### config.mk
export PLATFORM = sky130hd
export DESIGN_NAME = bcd_pulse_generator
export DESIGN_NICKNAME = d
export VERILOG_FILES = /design/src/rtl/bcd_pulse_generator.sv
export SDC_FILE = /design/constraint.sdc
export NUM_CORES = 1
export LEC_CHECK = 0
export ABC_CLOCK_PERIOD_IN_PS = 4800
export CORE_UTILIZATION = 34
export DETAILED_ROUTE_END_ITERATION = 6
export PLACE_DENSITY_LB_ADDON = 0.15
export SLEW_MARGIN = 20
export SYNTH_ARGS = -nofsm -noshare
export SYNTH_HDL_FRONTEND = slang
export SYNTH_SLANG_ARGS = --single-unit
### constraint.sdc
create_clock -name clk -period 4.8 [get_ports clk]
set_input_delay 1.44 -clock clk [delete_from_list [all_inputs] [get_ports clk]]
set_output_delay 1.44 -clock clk [all_outputs]
set_load 0.03 [all_outputs]
### src/rtl/bcd_pulse_generator.sv
// BCD-to-pulse-train generator: emits `digit` pulses (PULSE_HIGH high, PULSE_LOW low each), then a done strobe.
// Define PULSE_GEN_ABORT_EN to add an `abort` input that cuts a running burst short.
module bcd_pulse_generator #(
    parameter int PULSE_HIGH = 1,
    parameter int PULSE_LOW  = 1,
    parameter int CNT_W      = 8
) (
    input  logic       clk,
    input  logic       reset,
    input  logic       start,
    input  logic [3:0] digit,
`ifdef PULSE_GEN_ABORT_EN
    input  logic       abort,
`endif
    output logic       pulse,
    output logic       busy,
    output logic       done,
    output logic       err,
    output logic [3:0] remaining
);

    // state | meaning
    // IDLE  | waiting for start, the only state that samples start/digit
    // HIGH  | pulse held high, phase timer counting down PULSE_HIGH cycles
    // LOW   | gap after a pulse, phase timer counting down PULSE_LOW cycles
    // DONE  | one-cycle completion strobe, returns to IDLE
    localparam logic [1:0] IDLE = 2'd0;
    localparam logic [1:0] HIGH = 2'd1;
    localparam logic [1:0] LOW  = 2'd2;
    localparam logic [1:0] DONE = 2'd3;

    // Timer is loaded with length-1 and the phase ends on the cycle it reads zero.
    localparam logic [CNT_W-1:0] HIGH_LOAD = CNT_W'(PULSE_HIGH - 1);
    localparam logic [CNT_W-1:0] LOW_LOAD  = CNT_W'(PULSE_LOW - 1);
    localparam logic [CNT_W-1:0] TIMER_ONE = CNT_W'(1);
    localparam logic [CNT_W-1:0] TIMER_TC  = '0;

    logic [1:0]       state, state_nx;
    logic [CNT_W-1:0] timer, timer_nx;
    logic [3:0]       rem_nx;
    logic             err_nx;
    logic             abort_req;

`ifdef PULSE_GEN_ABORT_EN
    assign abort_req = abort;
`else
    assign abort_req = 1'b0;
`endif

    always_comb begin
        state_nx = state;
        timer_nx = timer;
        rem_nx   = remaining;
        err_nx   = 1'b0;
        case (state)
            IDLE: begin
                if (start) begin
                    if (digit > 4'd9) begin
                        err_nx = 1'b1;
                    end else if (digit == 4'd0) begin
                        state_nx = DONE;
                    end else begin
                        state_nx = HIGH;
                        rem_nx   = digit - 4'd1;
                        timer_nx = HIGH_LOAD;
                    end
                end
            end
            HIGH: begin
                if (abort_req) begin
                    state_nx = DONE;
                    rem_nx   = 4'd0;
                end else if (timer == TIMER_TC) begin
                    state_nx = LOW;
                    timer_nx = LOW_LOAD;
                end else begin
                    timer_nx = timer - TIMER_ONE;
                end
            end
            LOW: begin
                if (abort_req) begin
                    state_nx = DONE;
                    rem_nx   = 4'd0;
                end else if (timer == TIMER_TC) begin
                    if (remaining != 4'd0) begin
                        state_nx = HIGH;
                        rem_nx   = remaining - 4'd1;
                        timer_nx = HIGH_LOAD;
                    end else begin
                        state_nx = DONE;
                    end
                end else begin
                    timer_nx = timer - TIMER_ONE;
                end
            end
            DONE: begin
                state_nx = IDLE;
            end
            default: begin
                state_nx = IDLE;
            end
        endcase
    end

    // Outputs are decoded from the next state and registered alongside it.
    always_ff @(posedge clk or posedge reset) begin
        if (reset) begin
            state     <= IDLE;
            timer     <= '0;
            remaining <= 4'd0;
            pulse     <= 1'b0;
            busy      <= 1'b0;
            done      <= 1'b0;
            err       <= 1'b0;
        end else begin
            state     <= state_nx;
            timer     <= timer_nx;
            remaining <= rem_nx;
            pulse     <= (state_nx == HIGH);
            busy      <= (state_nx == HIGH) || (state_nx == LOW);
            done      <= (state_nx == DONE);
            err       <= err_nx;
        end
    end

endmodule
==> flow_metrics.tcl, run 1 <==
set metrics [dict create \
    finalSetupTns_ps 0 \
    fmax_mhz 322.6 \
    ys_seq_elements 18 \
    seqCellArea_um2 450.4 \
    status "finished clean" \
    drive_gt1_share_pct 9.630 \
    worst-r2r-cell-count 8 \
    cts_buffers 3 \
    final_nets 153 \
    max_cap_violations 0 \
    clock-sinks 18 \
    drc 0 \
    firstDrtPassIters 4 \
    synth_nets 135 \
    dp_hpwl_mm 1.951 \
    io_buffers 14 \
    path_class "in2reg" \
    min_to "timer[0]" \
    gr-total-overflow 0 \
    cts.clk_slew.worst_paths_ps 110 \
    maxSlewViolCount 0 \
    end_kind "flip-flop" \
    post_cts_resized 0 \
    multi_input_area_um2 678.2 \
    area_growth_pct 19.49 \
    dpl_cell_area_um2 1375 \
    initial_core_util_pct 35.40 \
    slew_headroom_pct 53.55 \
    rsz0062_at_grt "no" \
    die_h_um 60.94 \
    track_usage_pct 15.98 \
    r2r-start "timer[0]" \
    final_common_cell "dfrtp_1" \
    syn_avg_cell_area_um2 10.01 \
    first_global_vias 945 \
    slowest_delay_ps 530 \
    syn_inst 118 \
    ys_warn_count 0 \
    hold_violations 0 \
    clkLatencyLatePin_ps 300 \
    p_leak_nw 0.6082 \
    dp_cells 177 \
    finalNonFillerCells 181 \
    routabilityCongestion 0.8404 \
    power.density_nw_per_um2 629.6 \
    netlist.area_leader.share_pct 38.14 \
    wl_per_cell_um 14.26 \
    ys.flop_type "dfrtp_1" \
    synth_area_leaders "dfrtp_1, ha_1, mux2i_1, inv_1, o21ai_0" \
    r2r_slack_ps 2500 \
    r2r-end "busy" \
    path_cells "clkdlybuf4s50_1, o21ai_0, nand3_1, o21a_1, a21oi_1, ha_1, inv_1" \
    fin_crit_sh_pct 64.59 \
    ys_types 46 \
    post_cts.repair.setup_buffers 0 \
    hold_path_class "reg2reg" \
    final_cell_mix "dfrtp_1, clkdlybuf4s50_1, inv_1, ha_1, o21ai_0" \
    hp-start "timer[0]" \
    antenna_found_initial 0 \
    pin_count 15 \
    synth-edff-count 0 \
    fp.dieW_um 60.94 \
    postCtsHoldBufs 0 \
    finalClockSkew_ps 2.475 \
    cpMaxStageDelayCell "o21ai_0" \
    worst_setup_path_start_kind "primary input" \
    min_path_cells 1 \
    dieArea_um2 3714 \
    cts_tree "yes" \
    antennaDiodeCount 0 \
    rows 21 \
    worst_pin_slew_ps 696.0 \
    irDropWorstVdd_mv 0.2204 \
    worstPathArrival_ps 3350 \
    core-area_um2 3337 \
    yosysTopAreaCell "dfrtp_1" \
    ys_seq_area_share_pct 38.14 \
    htree_levels 1 \
    via_per_inst 5.398 \
    drt.antenna.violating_nets 0 \
    power_w 0.0008885 \
    grt_pass1_wl_mm 4.333 \
    clock_path_buffers 2 \
    finalCriticalPeriod_ps 3100 \
    nFillCells 338 \
    final_area_um2 1411 \
    root_buffer "clkbuf_4" \
    crit_required_ps 5040 \
    synthArstFlopShare_pct 100.0 \
    grt_max_degree 19 \
    vias 977 \
    drt-initial-drc-count 36 \
    hold_ws_ps 547.8 \
    setup_viol 0 \
    mappedNetlistArea_um2 1181 \
    wl_mm 2.581 \
    path_max_fanout 5 \
]
-- cell usage after synthesis, types with 2 or more instances --
library cell and instances:
ha_1 10, o21ai_0 8, a211oi_1 2, dfrtp_1 18, nor2_1 2, o2bb2ai_1 3
nand2_1 3, inv_1 13, mux2i_1 5, a221oi_1 2, a21oi_1 6, a22o_1 2
nor3_1 4, nand2b_1 5, nand3_1 4
-- state kept, by name (all words and copies together) (netlist names) --
name,cells
remaining,4
err,1
done,1
pulse,1
busy,1
timer,8
state,2
-- metrics by stage --
step / worst slack [ps] / util (%)
floorplan: 2112 / -
global placement: 1412 / 41.21
detailed placement: 1413 / 41.21
CTS: 1732 / 42.29
global route: 1533 / 42.29
finish: 1700 / 42.29
-- power breakdown --
group | internal (W) | switching (W) | leakage [nW]
combinational | 0.000226 | 0.000310 | 0.356
sequential | 0.000207 | 0.0000492 | 0.231
clock | 0.0000462 | 0.0000492 | 0.0210
total | 0.000480 | 0.000409 | 0.608
-- kinds of logic after synthesis --
logic type,share of synthesized area [%]
AO/OA/AOI/OAI,24.26
AND/OR/NAND/NOR,17.59
flip-flops,38.14
XOR/XNOR,0.7417
buffers and inverters,4.449
multiplexers,4.237
adder cells (fa/ha/maj),10.59
-- worst max-delay path by stage --
| stage | startpoint | endpoint |
|---|---|---|
| after global routing | digit[1] | busy |
| after CTS | digit[1] | busy |
| after global placement | digit[1] | busy |
| final | digit[1] | busy |
| after detailed placement | digit[1] | busy |
| after floorplan | digit[1] | busy |
-- cell type report --
type,count,area share (%)
repair buffers,14,9.929
well taps,46,4.078
inverters,13,3.457
multi-input cells,86,48.05
flip-flops and latches,18,31.91
clock buffers,4,2.571
-- metal layers --
metal | global-route usage, % | wire length [um] | vias to the layer above
met5 | 0 | 0 | -
met4 | 5.844 | 41 | 0
met1 | 21.66 | 1279 | 474
li1 | - | - | 478
met3 | 1.919 | 91 | 4
met2 | 26.22 | 1169 | 21
-- worst max-delay path: cells and delay by family --
family	cells	cell delay, ps
AND/OR/NAND/NOR	1	140
buffers and inverters	2	530
AO/OA/AOI/OAI	3	940
adder cells (fa/ha/maj)	1	290
No activity file was read; power rests on OpenSTA's default activity.
==> run 2: changes to the inputs <==
--- a/config.mk
+++ b/config.mk
@@ -5,7 +5,7 @@
 export SDC_FILE = /design/constraint.sdc
 export NUM_CORES = 1
 export LEC_CHECK = 0
-export ABC_CLOCK_PERIOD_IN_PS = 4800
+export ABC_CLOCK_PERIOD_IN_PS = 2500
 export CORE_UTILIZATION = 34
 export DETAILED_ROUTE_END_ITERATION = 6
 export PLACE_DENSITY_LB_ADDON = 0.15
==> constraint.sdc (replaced) <==
create_clock -name clk -period 2.5 [get_ports clk]
set_input_delay 0.75 -clock clk [delete_from_list [all_inputs] [get_ports clk]]
set_output_delay 0.75 -clock clk [all_outputs]
set_load 0.03 [all_outputs]
==> run 2 against run 1 <==
- setup slack lost 1400 ps
- sequential power is 91% higher
- design area up 6.9%
- global-route usage rose by 0.16 points
- sequential share of layout area fell by 2.1 points
- count of clock-buffer cells in the layout stayed put
- die area is the same
- clock power up 87%
==> flow_metrics.tcl, run 2 (synthesized netlist as in run 1, its figures left out) <==
set metrics [dict create \
    hold_path_class "reg2reg" \
    drive_gt1_share_pct 17.57 \
    clkLatencyLatePin_ps 290 \
    finalSetupTns_ps 0 \
    dp_cells 190 \
    fin_crit_sh_pct 88.10 \
    final_area_um2 1509 \
    rows 21 \
    p_seq_share_pct 27.6 \
    final_common_cell "dfrtp_1" \
    dp_slack_ps -19.88 \
    clock-sinks 18 \
    firstDrtPassIters 4 \
    swShare_pct 44.25 \
    drt.antenna.violating_nets 0 \
    setup_slack_ps 297.4 \
    drt-initial-drc-count 42 \
    cts_buffers 3 \
    dieArea_um2 3714 \
    status "finished clean" \
    pwr-share-comb_pct 62.2 \
    largest_reg_flops 8 \
    root_buffer "clkbuf_4" \
    worst_pin_slew_ps 533.2 \
    antenna_found_initial 0 \
    fmax_mhz 454.0 \
    cp.depth 5 \
    grt_max_degree 19 \
    largest_register "timer" \
    path_max_fanout 7 \
    maxSlewViolCount 0 \
    reg_top3 "timer (8), remaining (4), state (2)" \
    cts_tree "yes" \
    die_h_um 60.94 \
    pin_count 15 \
    post_cts.repair.setup_buffers 0 \
    vias 1018 \
    path_cells "clkdlybuf4s50_1, or4_4, o2111a_1, nand3_1, mux2i_1" \
    p_int_w 0.0009889 \
    finalClockSkew_ps 3.161 \
    core-area_um2 3337 \
    gr-total-overflow 0 \
    p_leak_nw 0.6709 \
    slowest_delay_ps 580 \
    track_usage_pct 16.14 \
    clkPwrFrac_pct 10.1 \
    path_class "in2reg" \
    power.density_nw_per_um2 1176 \
    post_cts_resized 0 \
    slew_headroom_pct 64.13 \
    min_path_cells 1 \
    grt_pass1_wl_mm 4.312 \
    hold_ws_ps 535.4 \
    final_nets 166 \
    finalNonFillerCells 194 \
    cts.clk_slew.worst_paths_ps 100 \
    cpMaxStageDelayCell "or4_4" \
    area_growth_pct 27.75 \
    irDropWorstVdd_mv 0.3538 \
    clock_path_buffers 2 \
    hold_violations 0 \
    rsz0062_at_grt "no" \
    wl_per_cell_um 13.29 \
    routabilityCongestion 0.7954 \
    switchingPower_w 0.0007849 \
    max_cap_violations 0 \
    htree_levels 1 \
    via_per_inst 5.247 \
    initial_core_util_pct 35.40 \
    first_global_vias 1005 \
    dpl_cell_area_um2 1473 \
    finalCriticalPeriod_ps 2203 \
    drc 0 \
    io_buffers 14 \
    final_cell_mix "dfrtp_1, clkdlybuf4s50_1, inv_1, buf_4, ha_1" \
    postCtsHoldBufs 0 \
    crit_family "simple AND/OR/NAND/NOR gates" \
    worstPathArrival_ps 2390 \
    worst_setup_path_start_kind "primary input" \
    crit_required_ps 2680 \
    worst-r2r-cell-count 8 \
    path_buf_inv 1 \
    dp_hpwl_mm 2.021 \
    wl_mm 2.578 \
    setup_viol 0 \
    fp.dieW_um 60.94 \
    end_kind "flip-flop" \
    antennaDiodeCount 0 \
]
[run 2: worst paths after layout]
| check | from | endpoint | slack [ps] |
|---|---|---|---|
| worst max-delay path | digit[1] | timer[0] | 300 |
| worst min-delay path | timer[0] | timer[0] | 540 |
| worst max register to register | state[0] | remaining[2] | 350 |
| worst min register to register | timer[0] | timer[0] | 540 |
| max in group asynchronous | reset | timer[0] | 1550 |
| min in group asynchronous | reset | timer[1] | 750 |
[run 2: worst reg2reg max path, cell delays in order, from the launching register on]
cell and delay (ps):
dfrtp_1 410, inv_1 130, ha_1 450, mux2i_1 300, ha_1 200, o31a_1 140, nand4_1 90, a21oi_1 180
a2bb2oi_1 160
[run 2: power groups by stage]
stage	registers, W	clock network [W]	logic (W)
after floorplan	0.000592	0	0.000635
after global routing	0.000505	0.000200	0.00123
after CTS	0.000491	0.000191	0.00111
after detailed placement	0.000498	0	0.00110
after global placement	0.000493	0	0.00109
final	0.000490	0.000179	0.00110
[run 2: routing by layer]
layer	part of all wire, %	vias to the layer above	wire length, um	track usage (%)
met4	1.9	0	50	10.06
met1	49	496	1255	19.63
met5	0	-	0	0
li1	-	499	-	-
met3	2.7	4	70	1.919
met2	47	19	1202	27.16
[run 2: cell type report]
| class | instances | area, um^2 |
|---|---|---|
| Tap cell | 46 | 57.56 |
| Clock buffer | 4 | 36.28 |
| Sequential cell | 18 | 450.4 |
| Timing Repair Buffer | 27 | 237.7 |
| Fill cell | 333 | 1828 |
| Inverter | 13 | 48.80 |
| Multi-Input combinational cell | 86 | 678.2 |
[run 2: through the flow]
stage / utilization [%] / power [W]
6_report: 45.22 / 0.001774
5_1_grt: 45.22 / 0.001931
4_1_cts: 45.22 / 0.001790
3_5_place_dp: 44.13 / 0.001597
3_3_place_gp: 44.13 / 0.001586
2_1_floorplan: - / 0.001226
